[config.mk]
export PLATFORM = sky130hd
export DESIGN_NAME = rmii_frame_tx
export DESIGN_NICKNAME = d
export VERILOG_FILES = /design/src/rtl/rmii_frame_tx.sv
export SDC_FILE = /design/constraint.sdc
export NUM_CORES = 1
export LEC_CHECK = 0
export BUFFER_PORTS_ARGS = -buffer_cell sky130_fd_sc_hd__buf_2
export CORE_UTILIZATION = 57
export DETAILED_ROUTE_END_ITERATION = 10
export PLACE_DENSITY = 0.84
export SLEW_MARGIN = 20
export SYNTH_ARGS = -nofsm -noshare
export SYNTH_HDL_FRONTEND = slang
export SYNTH_SLANG_ARGS = --single-unit
[constraint.sdc]
create_clock -name eth_refclk -period 3.05 [get_ports eth_refclk]
set_clock_uncertainty 0.2 [all_clocks]
set_input_delay 0.305 -clock eth_refclk [delete_from_list [all_inputs] [get_ports eth_refclk]]
set_output_delay 0.305 -clock eth_refclk [all_outputs]
set_load 0.1 [all_outputs]
[src/rtl/rmii_frame_tx.sv]
// Ethernet II framer on RMII TX: preamble/SFD, fixed header, payload from a dibit stream,
// zero padding to minimum length, CRC-32 FCS and inter-packet gap.
module rmii_frame_tx #(
  parameter logic [47:0] DST_MAC           = 48'hFF_FF_FF_FF_FF_FF,
  parameter logic [47:0] SRC_MAC           = 48'h02_00_00_00_00_01,
  parameter logic [15:0] ETHERTYPE         = 16'h88B5,
  parameter int unsigned MIN_PAYLOAD_BYTES = 46,
  parameter int unsigned MAX_PAYLOAD_BYTES = 1500,
  parameter int unsigned IPG_DIBITS        = 48
) (
  input  logic       eth_refclk,
  input  logic       rst_n,
  input  logic [1:0] in_dibit,
  input  logic       in_valid,
  input  logic       in_last,
  output logic       in_ready,
  output logic [1:0] eth_txd,
  output logic       eth_txen,
  output logic       busy,
  output logic       tx_done,
  output logic       tx_err
);

  localparam int unsigned CNT_W = 13;

  localparam logic [CNT_W-1:0] PRE_LAST   = CNT_W'(31);
  localparam logic [CNT_W-1:0] HDR_LAST   = CNT_W'(55);
  localparam logic [CNT_W-1:0] FCS_LAST   = CNT_W'(15);
  localparam logic [CNT_W-1:0] MIN_DIBITS = CNT_W'(4 * MIN_PAYLOAD_BYTES);
  localparam logic [CNT_W-1:0] MAX_DIBITS = CNT_W'(4 * MAX_PAYLOAD_BYTES);
  localparam logic [CNT_W-1:0] IPG_LAST   = CNT_W'(IPG_DIBITS - 1);

  localparam logic [31:0]  CRC_POLY = 32'hEDB88320;
  localparam logic [31:0]  CRC_INIT = 32'hFFFFFFFF;
  localparam logic [111:0] HDR      = {DST_MAC, SRC_MAC, ETHERTYPE};

  localparam logic [2:0] S_IDLE     = 3'd0;
  localparam logic [2:0] S_PREAMBLE = 3'd1;
  localparam logic [2:0] S_HEADER   = 3'd2;
  localparam logic [2:0] S_PAYLOAD  = 3'd3;
  localparam logic [2:0] S_PAD      = 3'd4;
  localparam logic [2:0] S_FCS      = 3'd5;
  localparam logic [2:0] S_IPG      = 3'd6;

  logic [2:0]       state, state_nxt;
  logic [CNT_W-1:0] cnt, cnt_nxt, cnt_inc;
  logic [CNT_W-1:0] pad_len, pad_nxt, pay_rnd, pay_tgt;
  logic [31:0]      crc, crc_nxt, fcs_word;
  logic [1:0]       txd_nxt, hdr_dibit, fcs_dibit;
  logic             txen_nxt, done_nxt, err_nxt;
  logic [6:0]       hdr_sh;
  logic [7:0]       hdr_byte;

  // Reflected CRC-32 advanced by one dibit, bit 0 first
  function automatic logic [31:0] crc_step(input logic [31:0] c, input logic [1:0] d);
    logic [31:0] r;
    r = c;
    for (int i = 0; i < 2; i++) begin
      if (r[0] ^ d[i]) r = (r >> 1) ^ CRC_POLY;
      else             r = r >> 1;
    end
    return r;
  endfunction

  assign cnt_inc   = cnt + CNT_W'(1);
  assign pay_rnd   = (cnt_inc + CNT_W'(3)) & ~CNT_W'(3);
  assign pay_tgt   = (cnt_inc < MIN_DIBITS) ? MIN_DIBITS : pay_rnd;
  assign hdr_sh    = 7'd104 - {cnt[5:2], 3'b000};
  assign hdr_byte  = 8'(HDR >> hdr_sh);
  assign hdr_dibit = 2'(hdr_byte >> {cnt[1:0], 1'b0});
  assign fcs_word  = ~crc;
  assign fcs_dibit = 2'(fcs_word >> {cnt[3:0], 1'b0});

  // Next state, counter, CRC and the line values to register for the next cycle
  always_comb begin
    state_nxt = state;
    cnt_nxt   = cnt_inc;
    pad_nxt   = pad_len;
    crc_nxt   = crc;
    txd_nxt   = 2'b00;
    txen_nxt  = 1'b0;
    done_nxt  = 1'b0;
    err_nxt   = 1'b0;
    case (state)
      S_IDLE: begin
        cnt_nxt = '0;
        if (in_valid) state_nxt = S_PREAMBLE;
      end
      S_PREAMBLE: begin
        txen_nxt = 1'b1;
        txd_nxt  = (cnt == PRE_LAST) ? 2'b11 : 2'b01;
        crc_nxt  = CRC_INIT;
        if (cnt == PRE_LAST) begin
          state_nxt = S_HEADER;
          cnt_nxt   = '0;
        end
      end
      S_HEADER: begin
        txen_nxt = 1'b1;
        txd_nxt  = hdr_dibit;
        crc_nxt  = crc_step(crc, hdr_dibit);
        if (cnt == HDR_LAST) begin
          state_nxt = S_PAYLOAD;
          cnt_nxt   = '0;
        end
      end
      S_PAYLOAD: begin
        if (!in_valid) begin
          err_nxt   = 1'b1;
          state_nxt = S_IPG;
          cnt_nxt   = '0;
        end else begin
          txen_nxt = 1'b1;
          txd_nxt  = in_dibit;
          crc_nxt  = crc_step(crc, in_dibit);
          if (in_last) begin
            // PAD also completes a partial final byte when the payload is long enough
            pad_nxt   = pay_tgt - cnt_inc;
            state_nxt = (pay_tgt == cnt_inc) ? S_FCS : S_PAD;
            cnt_nxt   = '0;
          end else if (cnt_inc == MAX_DIBITS) begin
            err_nxt   = 1'b1;
            state_nxt = S_FCS;
            cnt_nxt   = '0;
          end
        end
      end
      S_PAD: begin
        txen_nxt = 1'b1;
        crc_nxt  = crc_step(crc, 2'b00);
        if (cnt_inc == pad_len) begin
          state_nxt = S_FCS;
          cnt_nxt   = '0;
        end
      end
      S_FCS: begin
        txen_nxt = 1'b1;
        txd_nxt  = fcs_dibit;
        if (cnt == FCS_LAST) begin
          done_nxt  = 1'b1;
          state_nxt = S_IPG;
          cnt_nxt   = '0;
        end
      end
      S_IPG: begin
        if (cnt == IPG_LAST) begin
          state_nxt = S_IDLE;
          cnt_nxt   = '0;
        end
      end
      default: begin
        state_nxt = S_IDLE;
        cnt_nxt   = '0;
      end
    endcase
  end

  always_ff @(posedge eth_refclk) begin
    if (!rst_n) begin
      state    <= S_IDLE;
      cnt      <= '0;
      pad_len  <= '0;
      crc      <= CRC_INIT;
      eth_txd  <= 2'b00;
      eth_txen <= 1'b0;
      in_ready <= 1'b0;
      busy     <= 1'b0;
      tx_done  <= 1'b0;
      tx_err   <= 1'b0;
    end else begin
      state    <= state_nxt;
      cnt      <= cnt_nxt;
      pad_len  <= pad_nxt;
      crc      <= crc_nxt;
      eth_txd  <= txd_nxt;
      eth_txen <= txen_nxt;
      in_ready <= (state_nxt == S_PAYLOAD) && (cnt_nxt < MAX_DIBITS);
      busy     <= (state_nxt != S_IDLE);
      tx_done  <= done_nxt;
      tx_err   <= err_nxt;
    end
  end

endmodule
# == Word-level counts from Yosys, hierarchy flattened ==
# Cells that the tools add are included.
# word_totals
output_inout_bits,7
regBits,68
# classes
n_reduce_logical,9
n_eq_ne,15
bitwise,9
mux,42
magnitude_cmp,2
shifts,3
add_sub_neg,4
# ops
op,n
2-to-1 mux 32 bit,11
case mux 32 bit (4 select lines),1
2-to-1 mux 13 bit,9
right shift 112 x 7 -> 8 bit (first input constant),1
case mux 13 bit (6 select lines),1
NOT 13 -> 14 bit,4
NOT 32 bit,1
right shift 32 x 5 -> 2 bit,1
2-to-1 mux 3 bit,9
equality test 13 bit,2
equality test 13 x 6 -> 1 bit (second input constant),2
case mux 3 bit (7 select lines),1
adder 13 x 1 -> 13 bit (second input constant),1
adder 13 x 2 -> 13 bit (second input constant),1
equality test 13 bit (second input constant),1
equality test 13 x 4 -> 1 bit (second input constant),1
equality test 13 x 5 -> 1 bit (second input constant),1
< comparator 13 bit (second input constant),1
< comparator 13 x 8 -> 1 bit (second input constant),1
subtractor 13 bit,1
equality test 3 x 2 -> 1 bit (second input constant),3
equality test 3 bit (second input constant),3
case mux 2 bit (4 select lines),1
right shift 8 x 3 -> 2 bit,1
other kinds (14),25

# == Longest topological paths before layout ==
# logic_depth
word_depth,10
depth_mapped,13
ltp_nobuf,12

# == Worst setup path after synthesis ==
# Ideal clock, no wire load.
# synth_path
path_kind,register to register
startpoint,reg cnt[3]
endpoint,reg crc[8]
path_stages_with_launch,12
t_required_ps,2730
synth_period_minus_slack_ps,3248
t_arrival_ps,2929
setup_time_ps,120
slack_ps,-198
n_path_buf,0
path_cell_list,dfxtp_1 ha_1 inv_1 ha_1 and2_1 maj3_1 o21ai_0 xnor2_1 xnor2_1 o31ai_2 a211oi_1 a211o_1
# synth_between
elab_chain_len,9
elab_cells_between_ends,10
cone_classes,add/sub: 1; shift: 2; mux: 4; bitwise: 3
# synth_rtl
element,line_no,rtl
start: declaration,46,"logic [CNT_W-1:0] cnt, cnt_nxt, cnt_inc;"
start signal: assignment,172,cnt <= cnt_nxt;
subtractor 7 bit (*),68,"assign hdr_sh = 7'd104 - {cnt[5:2], 3'b000};"
right shift 112 x 7 -> 8 bit (*),69,assign hdr_byte = 8'(HDR >> hdr_sh);
right shift 8 x 3 -> 2 bit (*),70,"assign hdr_dibit = 2'(hdr_byte >> {cnt[1:0], 1'b0});"
bitwise XOR 1 bit,59,if (r[0] ^ d[i]) r = (r >> 1) ^ CRC_POLY;
2-to-1 mux 32 bit,59,
2-to-1 mux 32 bit,84,case (state)
NOT 13 -> 14 bit (no source line),--,
2-to-1 mux 32 bit (*),59,
case mux 32 bit (4 select lines) (*),84,
end signal: assignment,174,crc <= crc_nxt;
end: declaration,48,"logic [31:0] crc, crc_nxt, fcs_word;"
# Mark *: on every way between the ends. The rest lies on a longest branch, timed or not. The select of a mux whose other input is x is not followed.
# A chain may end at the register's enable or synchronous reset.

# == Worst setup path after layout ==
# layout_path
startpoint,reg cnt[2]
endpoint,reg busy
# layout_between
elab_chain_len,9
elab_cells_between_ends,22
cone_classes,add/sub: 2; order compare: 1; eq/ne: 7; mux: 11; reduce/logical: 1
# layout_rtl
element,line_no,rtl
adder 13 x 1 -> 13 bit,65,assign cnt_inc = cnt + CNT_W'(1);
adder 13 x 2 -> 13 bit or < comparator 13 x 8 -> 1 bit (tied branches),"66, 67",
2-to-1 mux 13 bit,67,assign pay_tgt = (cnt_inc < MIN_DIBITS) ? MIN_DIBITS : pay_rnd;
equality test 13 bit,119,state_nxt = (pay_tgt == cnt_inc) ? S_FCS : S_PAD;
2-to-1 mux 1 bit,119,
2-to-1 mux 3 bit,116,if (in_last) begin
2-to-1 mux 3 bit,108,if (!in_valid) begin
case mux 3 bit (7 select lines) (*),84,
nonzero test 3 bit (*),178,busy <= (state_nxt != S_IDLE);
end signal: assignment,178,
end: declaration,19,"output logic busy,"
# Mark *: on every way between the ends. The rest lies on a longest branch, timed or not.

==> impl_table.tex <==
\begin{tabular}{lr}
\hline
Metric & Value \\
\hline
\multicolumn{2}{l}{\textbf{Power}} \\
Fraction of power consumed by combinational cells & 0.114 \\
Switching power of the nets & 566.4 uW \\
Clock share of power & 0.409 \\
Power per cell area & 349.4 nW/um2 \\
Fraction of power spent switching nets & 0.2917 \\
Peak supply drop & 313.2 uV \\
Leakage power of the design & 2.095 nW \\
P\_int & 1.375 mW \\
PnR Total Power & 1.942 mW \\
Share of total power in sequential cells & 0.476 \\
\multicolumn{2}{l}{\textbf{Setup path}} \\
Capturing element type of the critical path & register \\
Type of the worst setup path & register to register \\
Largest delay contributor family on the critical path & simple AND/OR/NAND/NOR gates \\
Worst endpoint data arrival time & 3080 ps \\
Critical path launch point type & register \\
Top fanout value on the critical path & 13 \\
Critical-path cell list & buf\_4 > buf\_4 > xnor2\_1 > buf\_4 > nor2\_1 > nand3\_1 > nor3\_1 > mux2i\_1 > a32o\_2 > or3\_1 \\
Required time at the endpoint of the critical path & 3100 ps \\
CP max-delay cell & sky130\_fd\_sc\_hd\_\_dfxtp\_2 \\
Delay of the slowest critical-path stage & 430 ps \\
Count of buffering cells on the critical path with inverters included & 3 \\
Crit path top cell by count & sky130\_fd\_sc\_hd\_\_buf\_4 \\
\multicolumn{2}{l}{\textbf{Clocking}} \\
CTS sink count & 68 \\
Clock root buffer master & sky130\_fd\_sc\_hd\_\_clkbuf\_8 \\
Total clock buffers created by CTS & 9 \\
Longest Clk Path Bufs & 2 \\
Deepest level of the CTS H-tree & 3 \\
Clock network latency to the later pin of the worst-skew pair & 360 ps \\
CTS tree & yes \\
Reg clk slew, reported paths & 90 ps \\
Quantity of hold-fixing buffers added after cts & 0 \\
\multicolumn{2}{l}{\textbf{Timing}} \\
Period minus WS final & 3036 ps \\
Final count of pins violating max slew & 0 \\
Portion of the clock cycle consumed by the worst path in the final layout & 0.9953 \\
RSZ-0062 raised after global routing & true \\
Relative slew slack & 0.4289 \\
Setup violators final & 0 \\
Slew of the pin with the lowest slew margin & 853.5 ps \\
Maximum clock rate & 0.3294 GHz \\
Hold Violations, Final & 0 \\
\multicolumn{2}{l}{\textbf{GRT}} \\
Number of antenna violations at the first check in global routing & 0 \\
Global-route usage over all layers & 0.3304 \\
Number of global-route vias before repair & 4511 \\
Total congestion overflow after global routing & 0 \\
Maximum number of pins on one net before global-route repair & 35 \\
Wire length of the first global-routing pass & 22200 um \\
\multicolumn{2}{l}{\textbf{Synthesis}} \\
Portion of the post-synthesis area used by sequential elements & 0.2903 \\
Post-Syn Nets & 592 \\
Post-synth top area cell & sky130\_fd\_sc\_hd\_\_dfxtp\_1 \\
Synth area leaders & sky130\_fd\_sc\_hd\_\_dfxtp\_1 29\%, sky130\_fd\_sc\_hd\_\_xnor2\_1 5.2\%, sky130\_fd\_sc\_hd\_\_nor2\_1 5.2\% \\
Synth unique cells & 80 \\
Number of flops mapped to enable cells by yosys & 0 \\
Most common cell in the netlist & sky130\_fd\_sc\_hd\_\_dfxtp\_1 \\
Synth Warn \# & 0 \\
Primary flip-flop cell chosen by synthesis mapping & sky130\_fd\_sc\_hd\_\_dfxtp\_1 \\
Post-Synthesis Cell Area & 4689 um2 \\
List of most frequent post-synthesis cells & 68 x sky130\_fd\_sc\_hd\_\_dfxtp\_1, 65 x sky130\_fd\_sc\_hd\_\_nor2\_1, 60 x sky130\_fd\_sc\_hd\_\_nand2\_1 \\
Number of instances in the synthesized netlist & 582 \\
Syn\_area\_per\_cell & 8.058 um2 \\
Number of flip-flops and latches in the synthesized netlist & 68 \\
Share of the synthesized area in the top cell type & 0.2903 \\
Async SR Flop Fraction & 0 \\
\multicolumn{2}{l}{\textbf{Placement}} \\
Number of buffer cells added on primary ports & 12 \\
Count of placed standard cells including taps & 711 \\
Gpl congestion & 1.019 \\
HPWL reported at the end of detailed placement & 9467 um \\
\multicolumn{2}{l}{\textbf{Floorplan}} \\
Area of the core region & 7848 um2 \\
Core Rows & 32 \\
Area enclosed by the die boundary & 8594 um2 \\
Die H & 92.71 um \\
X dimension of the die & 92.71 um \\
Top-level I/O count & 13 \\
Effective utilization at floorplan & 0.5976 \\
\multicolumn{2}{l}{\textbf{Route}} \\
Initial DRT Pass Iterations & 5 \\
Detail-routed net length per standard cell & 19.34 um \\
Post-route ant nets & 0 \\
DR vias & 4845 \\
Routed WL & 14140 um \\
Via-to-Cell Ratio & 6.628 \\
Post-route DRC & 0 \\
Initial DRC count & 587 \\
\multicolumn{2}{l}{\textbf{Final layout}} \\
Final net count & 634 \\
Antenna diodes & 0 \\
Area used by multi-input combinational logic & 3271 um2 \\
Sequential standard cell area & 1366 um2 \\
Filler Cells Inserted & 585 \\
Fraction of layout instances using a drive strength above 1 & 0.2432 \\
Share of the core filled with cells & 0.7081 \\
Area grow syn2layout & 18.49\% \\
Finished Layout Cells & 731 \\
\multicolumn{2}{l}{\textbf{Worst hold path}} \\
Hold WC Path Type & input pin to register \\
\multicolumn{2}{l}{\textbf{Run status}} \\
Status & finished clean \\
\multicolumn{2}{l}{\textbf{Job}} \\
Max cap viols & 0 \\
\hline
\end{tabular}
-- layout make-up --
class                   instances  share of cell area
clock inverters                 7             0.01441
multi-input cells             459              0.5886
flip-flops and latches         68              0.2459
inverters                      14            0.009457
well taps                     102             0.02297
clock buffers                   9             0.02229
repair buffers                 72             0.09637
-- worst register-to-register path: cells and delay by family (launching register included) --
family,cells,cell delay [ps]
flops,1,430
buf+inv,3,520
compound gates,1,350
simple gates,4,1080
xor+xnor,1,130
mux,1,230
-- per-stage QoR --
| stage | cell area (um2) | TNS (ps) | hold WS (ps) | worst slack, ps |
|---|---|---|---|---|
| finish | 5557 | 0 | 186.2 | 14.47 |
| global route | 5557 | -639.2 | 209.6 | -121.2 |
| CTS | 5398 | 0 | 170.7 | 9.136 |
| detailed placement | 5147 | -134.5 | 283.7 | -54.35 |
| global placement | 5147 | 0 | 272.0 | 42.76 |
| floorplan | 4698 | 0 | 224.4 | 9.720 |
-- routing by layer --
metal | up-vias | share of wire | global-route usage
met2 | 299 | 0.48 | 0.5519
li1 | 2213 | - | -
met5 | - | 0 | 0
met4 | 0 | 0.044 | 0.1795
met1 | 2275 | 0.39 | 0.4119
met3 | 58 | 0.084 | 0.04433
-- layout by cell type, fill, tap and decap left out, types with 5 or more instances in the layout --
cell                       Yosys  routed
sky130_fd_sc_hd__a211oi_1      9       7
sky130_fd_sc_hd__a21oi_1      30      27
sky130_fd_sc_hd__a31oi_1       9       8
sky130_fd_sc_hd__and2_1        5       5
sky130_fd_sc_hd__and3_1        6       5
sky130_fd_sc_hd__buf_2         5      12
sky130_fd_sc_hd__buf_4         2      58
sky130_fd_sc_hd__clkbuf_8      0       9
sky130_fd_sc_hd__dfxtp_1      68      64
sky130_fd_sc_hd__inv_1        10       9
sky130_fd_sc_hd__mux2i_1      10      10
sky130_fd_sc_hd__mux4_2       10      10
sky130_fd_sc_hd__nand2_1      60      58
sky130_fd_sc_hd__nand2b_1      7       7
sky130_fd_sc_hd__nand3_1      19      19
sky130_fd_sc_hd__nand4_1       5       5
sky130_fd_sc_hd__nor2_1       65      64
sky130_fd_sc_hd__nor3_1       25      24
sky130_fd_sc_hd__nor4_1        5       5
sky130_fd_sc_hd__o211ai_1     11      11
sky130_fd_sc_hd__o21ai_0      39      38
sky130_fd_sc_hd__o22ai_1      11       8
sky130_fd_sc_hd__xnor2_1      28      27
sky130_fd_sc_hd__xnor3_1       5       5
sky130_fd_sc_hd__xor2_1       12      10
-- what timing repair did --
action,in CTS,in global routing
pin swaps,5,14
resized for setup,9,29
setup buffers,2,2
endpoints found under the setup margin,10,34
-- flip-flops by register name, indices dropped and copies added (netlist names) --
register  cells
crc          32
cnt          13
pad_len      13
state         3
eth_txd       2
busy          1
eth_txen      1
in_ready      1
tx_done       1
tx_err        1
-- path summary, 6_finish.rpt --
path / endpoint / cells after the start / start / slack (ps)
worst min register to register: pad_len[4] / 2 / pad_len[4] / 300
worst max register to register: busy / 10 / cnt[2] / 10
worst min-delay path: tx_err / 3 / in_last / 190
worst max-delay path: busy / 10 / cnt[2] / 10
-- power groups by stage --
stage          Sequential, mW  Clock [mW]  Combinational (mW)
2_1_floorplan           0.965           0               0.130
3_3_place_gp            0.943           0               0.206
3_5_place_dp            0.945           0               0.211
4_1_cts                 0.924       0.799               0.213
5_1_grt                 0.927       0.839               0.237
6_report                0.925       0.795               0.222
-- logic make-up after synthesis --
| family | count (synthesis) | share of synthesized area |
|---|---|---|
| compound gates | 161 | 0.2316 |
| xor+xnor | 46 | 0.1022 |
| fa+ha+maj | 5 | 0.01281 |
| buf+inv | 55 | 0.05176 |
| flops | 68 | 0.2903 |
| mux | 22 | 0.07417 |
| simple gates | 225 | 0.2372 |
Note: power is estimated with default switching activity, not from simulation.
